File: config.mk
export PLATFORM = sky130hd
export DESIGN_NAME = package_feeder
export DESIGN_NICKNAME = d
export VERILOG_FILES = /design/src/rtl/package_feeder_pkg.sv /design/src/rtl/package_feeder_fifo.sv /design/src/rtl/package_feeder.sv
export SDC_FILE = /design/constraint.sdc
export NUM_CORES = 1
export LEC_CHECK = 0
export CAP_MARGIN = 25
export CORE_ASPECT_RATIO = 1.5
export CORE_MARGIN = 1.5
export CORE_UTILIZATION = 61
export CTS_CLUSTER_DIAMETER = 100
export DETAILED_ROUTE_END_ITERATION = 10
export GPL_ROUTABILITY_DRIVEN = 0
export GPL_TIMING_DRIVEN = 0
export PLACE_DENSITY = 0.84
export SLEW_MARGIN = 15
export SYNTH_ARGS = -nofsm -noshare
export SYNTH_HDL_FRONTEND = slang
export SYNTH_SLANG_ARGS = --single-unit
File: constraint.sdc
create_clock -name clk -period 5.05 [get_ports clk]
set_input_delay 1.515 -clock clk [delete_from_list [all_inputs] [get_ports clk]]
set_output_delay 1.515 -clock clk [all_outputs]
set_load 0.01 [all_outputs]
File: src/rtl/package_feeder_pkg.sv
// Shared definitions for the package weight bus: sort group thresholds,
// group encodings, the feeder FSM states and the weight-to-group mapping.
package package_feeder_pkg;

  localparam logic [11:0] GRP1_MAX = 12'd250;
  localparam logic [11:0] GRP2_MAX = 12'd500;
  localparam logic [11:0] GRP3_MAX = 12'd750;
  localparam logic [11:0] GRP4_MAX = 12'd1000;
  localparam logic [11:0] GRP5_MAX = 12'd2000;

  localparam logic [2:0] GRP_NONE = 3'd0;
  localparam logic [2:0] GRP1     = 3'd1;
  localparam logic [2:0] GRP2     = 3'd2;
  localparam logic [2:0] GRP3     = 3'd3;
  localparam logic [2:0] GRP4     = 3'd4;
  localparam logic [2:0] GRP5     = 3'd5;
  localparam logic [2:0] GRP6     = 3'd6;

  typedef enum logic [1:0] {
    IDLE    = 2'd0,
    PRESENT = 2'd1,
    GAP     = 2'd2
  } feed_state_t;

  // Maps a weight in grams to its sort group; zero means no package.
  function automatic logic [2:0] weight_to_grp(input logic [11:0] w);
    if (w == 12'd0)          return GRP_NONE;
    else if (w <= GRP1_MAX)  return GRP1;
    else if (w <= GRP2_MAX)  return GRP2;
    else if (w <= GRP3_MAX)  return GRP3;
    else if (w <= GRP4_MAX)  return GRP4;
    else if (w <= GRP5_MAX)  return GRP5;
    else                     return GRP6;
  endfunction

endpackage

File: src/rtl/package_feeder_fifo.sv
// package_fifo: small show-ahead FIFO holding queued package weights.
// Pushes when full and pops when empty are ignored; pointers wrap mod DEPTH.
module package_fifo
  import package_feeder_pkg::*;
#(
  parameter int DEPTH = 8,
  parameter int WIDTH = 12,
  localparam int AW = $clog2(DEPTH)
) (
  input  logic             clk,
  input  logic             reset,
  input  logic             push,
  input  logic [WIDTH-1:0] push_data,
  input  logic             pop,
  output logic [WIDTH-1:0] pop_data,
  output logic             full,
  output logic             empty,
  output logic [AW:0]      level
);

  localparam logic [AW:0] FULL_LVL = DEPTH[AW:0];

  logic [WIDTH-1:0] mem [DEPTH];
  logic [AW-1:0]    wr_ptr;
  logic [AW-1:0]    rd_ptr;
  logic             do_push;
  logic             do_pop;

  assign full     = (level == FULL_LVL);
  assign empty    = (level == '0);
  assign do_push  = push & ~full;
  assign do_pop   = pop & ~empty;
  assign pop_data = mem[rd_ptr];

  // Storage array; contents need no reset since level gates every read.
  always_ff @(posedge clk) begin
    if (do_push) mem[wr_ptr] <= push_data;
  end

  // Pointer and occupancy tracking; a simultaneous push and pop keeps level.
  always_ff @(posedge clk or posedge reset) begin
    if (reset) begin
      wr_ptr <= '0;
      rd_ptr <= '0;
      level  <= '0;
    end else begin
      if (do_push) wr_ptr <= wr_ptr + 1'b1;
      if (do_pop)  rd_ptr <= rd_ptr + 1'b1;
      case ({do_push, do_pop})
        2'b10:   level <= level + 1'b1;
        2'b01:   level <= level - 1'b1;
        default: level <= level;
      endcase
    end
  end

endmodule

File: src/rtl/package_feeder.sv
// package_feeder: buffers package weights and replays them onto the weight
// bus as isolated pulses (HOLD_CYCLES nonzero, then GAP_CYCLES of zero),
// reporting the expected sort group alongside each weight.
module package_feeder
  import package_feeder_pkg::*;
#(
  parameter int DEPTH       = 8,
  parameter int HOLD_CYCLES = 1,
  parameter int GAP_CYCLES  = 1
) (
  input  logic        clk,
  input  logic        reset,
  input  logic        in_valid,
  input  logic [11:0] in_weight,
  output logic        in_ready,
  input  logic        feed_en,
  output logic [11:0] weight,
  output logic [2:0]  exp_grp,
  output logic        busy,
  output logic [3:0]  fifo_level,
  output logic [7:0]  sent_cnt,
  output logic [7:0]  drop_cnt
);

  localparam int LW   = $clog2(DEPTH) + 1;
  localparam int CMAX = (HOLD_CYCLES > GAP_CYCLES) ? HOLD_CYCLES : GAP_CYCLES;
  localparam int CW   = $clog2(CMAX + 1);
  localparam logic [CW-1:0] HOLD_LAST = CW'(HOLD_CYCLES);
  localparam logic [CW-1:0] GAP_LAST  = CW'(GAP_CYCLES);
  localparam logic [CW-1:0] CNT_ONE   = CW'(1);

  feed_state_t   state, state_n;
  logic [CW-1:0] cnt, cnt_n;
  logic [11:0]   weight_n;
  logic [7:0]    sent_n;
  logic          pop;
  logic          push;
  logic          accept;
  logic          full;
  logic          empty;
  logic [11:0]   head;
  logic [LW-1:0] level;

  assign in_ready   = ~full;
  assign accept     = in_valid & ~full;
  assign push       = accept & (in_weight != 12'd0);
  assign busy       = (state != IDLE) | ~empty;
  assign fifo_level = 4'(level);

  package_fifo #(
    .DEPTH (DEPTH),
    .WIDTH (12)
  ) u_fifo (
    .clk       (clk),
    .reset     (reset),
    .push      (push),
    .push_data (in_weight),
    .pop       (pop),
    .pop_data  (head),
    .full      (full),
    .empty     (empty),
    .level     (level)
  );

  // Next-state logic: launch a package from IDLE, time the hold, then the gap.
  always_comb begin
    state_n  = state;
    cnt_n    = cnt;
    weight_n = weight;
    sent_n   = sent_cnt;
    pop      = 1'b0;
    unique case (state)
      IDLE: begin
        if (feed_en && !empty) begin
          pop      = 1'b1;
          weight_n = head;
          sent_n   = sent_cnt + 8'd1;
          cnt_n    = CNT_ONE;
          state_n  = PRESENT;
        end
      end
      PRESENT: begin
        if (cnt == HOLD_LAST) begin
          weight_n = 12'd0;
          cnt_n    = CNT_ONE;
          state_n  = GAP;
        end else begin
          cnt_n = cnt + CNT_ONE;
        end
      end
      GAP: begin
        if (cnt == GAP_LAST) begin
          state_n = IDLE;
        end else begin
          cnt_n = cnt + CNT_ONE;
        end
      end
      default: begin
        weight_n = 12'd0;
        state_n  = IDLE;
      end
    endcase
  end

  // Registered bus outputs; the group is derived from the same next weight.
  always_ff @(posedge clk or posedge reset) begin
    if (reset) begin
      state    <= IDLE;
      cnt      <= '0;
      weight   <= 12'd0;
      exp_grp  <= GRP_NONE;
      sent_cnt <= 8'd0;
    end else begin
      state    <= state_n;
      cnt      <= cnt_n;
      weight   <= weight_n;
      exp_grp  <= weight_to_grp(weight_n);
      sent_cnt <= sent_n;
    end
  end

  // Count accepted zero-weight pushes, saturating so the count stays meaningful.
  always_ff @(posedge clk or posedge reset) begin
    if (reset) begin
      drop_cnt <= 8'd0;
    end else if (accept && (in_weight == 12'd0) && (drop_cnt != 8'hFF)) begin
      drop_cnt <= drop_cnt + 8'd1;
    end
  end

endmodule
==> results.md <==
* Status: complete, no violations
* CTS tree: yes
* Crit-path max FO at 9
* Setup Crit Path Kind: primary input to register
* First-pass GRT wire length at 18600 microns
* Stages on worst setup path at 11
* Mux share of post-synthesis cell area at 0.122
* Synth Register Bits at 140
* Initial antenna violation count at 0
* Filler Cell Count at 517
* Non-Filler Instances at 550
* Post-cts repair resize count at 0
* Synth cell types at 52
* Core Footprint at 0.00925 sq mm
* Yosys warns at 0
* Post-CTS Setup Bufs at 0
* Post-Synthesis Cell Area at 0.00580 sq mm
* Sink Count at 140
* Ys flop type: edfxtp_1
* I/O Pins at 53
* Number of buffers and inverters on the critical path at 1
* Hold_ws at 481 ps
* Starting Density at 0.626
* Largest family of logic cells by synthesized area: multiplexers
* Post-synthesis compound-gate area fraction at 0.0520
* Final Hold Viols at 0
* Clk buf depth at 2
* Nets at 449
* Hold Buf Count CTS at 0
* Final min period at 4250 ps
* First DRT Iteration DRCs at 267
* Standard-cell rows at 43
* DRT Pass-1 Iters at 5
* Max-cap violations at 0
* Number of vias per cell at 6.19
* Post-synth EDFFs at 96
* CP delay by family, top: simple AND/OR/NAND/NOR gates
* GRT Overall Usage at 0.263
* Seq/Total Area, Yosys at 0.687
* Critical Path Slowest Stage Cell: nor4_1
* Routed vias at 3402
* Multi-input gate area at 0.00173 sq mm
* Final setup margin at 795 ps
* CP Cell Sequence: clkdlybuf4s50_1, nor4_1, nand3_1, nand3_1, ha_1, ha_1, a21o_1, a21oi_1, xnor2_1, nor2_1, xor2_1
* HPWL Detailed at 7850 microns
* Global route overflow at 0
* Detail Route Antenna Nets at 0
* Xor and xnor area share after synthesis at 0.0332
* Post-Synth Simple-Gate Area at 0.0658
* Total Die Area at 0.0101 sq mm
* Port Buf Inserts at 52
* Commonest non-fill, non-tap cell in the layout: edfxtp_1
* Placed cells at 518
* Wire per inst at 21.2 microns
* Element type at the critical path end: register
* Max Slew Vio Count at 0
* Setup violations, final at 0
* Synth Instances at 347
* Most frequent cells in the layout: edfxtp_1 (96), clkdlybuf4s50_1 (52), dfrtp_1 (44)
* CP max stage delay at 610 ps
* Post-place setup slack at 362 ps
* Die Width at 82.6 microns
* Max IR drop VDD at 0.431 mV
* Area growth, synth to finish at 23.8%
* H-tree Lvls at 4
* Share of layout cells above drive strength 1 at 0.192
* Worst path required time at 5350 ps
* Adder-cell share of the synthesized area at 0.0186
* Hold depth at 1
* Setup Skew at 6.77 ps
* Final period utilization at 0.843
* Die H at 122 microns
* Routed WL at 11700 microns
* RSZ-0062 raised after global routing: no
* Hold Crit Class: register to register
* Clock Tree Root: clkbuf_16
* Clock transition at path regs at 60 ps
* Clock latency on the worst-skew pair at 420 ps
* Vias in the first global route at 3484
* Diodes inserted at 0
* Drt drc at 0
* Largest net degree at the start of global routing at 31
* Critical Path Source Type: primary input
* Fmax at 235 MHz
* PwrDens at 609 mW/mm^2
* Async SR Flop Fraction at 0.314
* Syn_nets at 371
* Slew @ Worst Pin at 832 ps
* Reg area at 0.00398 sq mm
* Tot Pwr at 4.37 mW
* Avg Cell Area, Syn at 16.7 sq um
* Worst EP arrival at 4550 ps
* R2R cell count at 10
* Slew HR at 0.441
* Static leakage at 2.65 nW
* Total CTS buffers at 17
[stage by stage]
| stage | setup TNS [ps] | cell area, sq um | utilization |
|---|---|---|---|
| final | 0 | 7180 | 0.776 |
| after global routing | 0 | 7180 | 0.776 |
| after CTS | 0 | 7180 | 0.776 |
| after detailed placement | 0 | 6560 | 0.709 |
| after global placement | -5420 | 6460 | 0.698 |
| after floorplan | 0 | 5800 | - |
[report_power, final]
part	leakage [nW]	switching, mW	internal (mW)
sequential	1.43	0.167	1.47
combinational	0.934	0.756	0.704
clock	0.283	0.485	0.783
[path summary, 6_finish.rpt]
check                                             from                     endpoint  slack [ps]
min in group asynchronous                        reset      drop_cnt[4]$_DFFE_PP0P_        1380
max                                       in_weight[5]  u_fifo.level[3]$_DFFE_PP0P_         800
min reg2reg                    sent_cnt[7]$_DFFE_PP0P_      sent_cnt[7]$_DFFE_PP0P_         480
max reg2reg                u_fifo.level[0]$_DFFE_PP0P_  u_fifo.level[3]$_DFFE_PP0P_        2080
max in group asynchronous                        reset          weight[9]$_DFF_PP0_        3200
min                            sent_cnt[7]$_DFFE_PP0P_      sent_cnt[7]$_DFFE_PP0P_         480
[layout make-up]
| type | count | share of cell area |
|---|---|---|
| Sequential cell | 140 | 0.555 |
| Multi-Input combinational cell | 188 | 0.241 |
| Timing Repair Buffer | 59 | 0.0826 |
| Clock buffer | 17 | 0.0593 |
| Clock inverter | 15 | 0.0263 |
| Tap cell | 112 | 0.0195 |
| Buffer | 9 | 0.0115 |
| Inverter | 10 | 0.00523 |
[sequential cells by signal, summed over array words and instances (netlist names)]
| signal | count |
|---|---|
| u_fifo.mem | 96 |
| cnt | 1 |
| state | 2 |
| u_fifo.level | 4 |
| weight | 12 |
| u_fifo.rd_ptr | 3 |
| drop_cnt | 8 |
| sent_cnt | 8 |
| u_fifo.wr_ptr | 3 |
| exp_grp | 3 |
[cells in the mapped netlist (all sizes together), types with 2 or more instances]
master   number  area (sq um)
nor3          9          45.0
a21o          4          31.3
o2bb2ai       6          52.6
nand2        28           108
mux4         24           556
mux2i        12           120
buf           9          82.6
nand3         4          20.0
nand4         5          31.3
xor2          7          61.3
o21ai         7          35.0
inv           9          33.8
or2           2          12.5
a22oi         3          22.5
nand2b        5          31.3
nor4          4          25.0
nand3b        2          15.0
edfxtp       96          2880
ha            7          87.6
xnor2        15           131
o41ai         2          17.5
dfrtp        44          1100
o211ai        2          15.0
a21oi         6          30.0
mux2          3          33.8
nor2         15          56.3
[layer usage]
layer	global-route usage	wire length [microns]
met1	0.324	4440
met2	0.450	6390
met3	0.0580	596
met4	0.0948	254
met5	0	0
[cell families after synthesis]
group,Yosys count
flops,140
simple gates,78
xor+xnor,22
mux,39
fa+ha+maj,8
compound gates,41
buf+inv,19
Power figures use the tool's default switching activity.
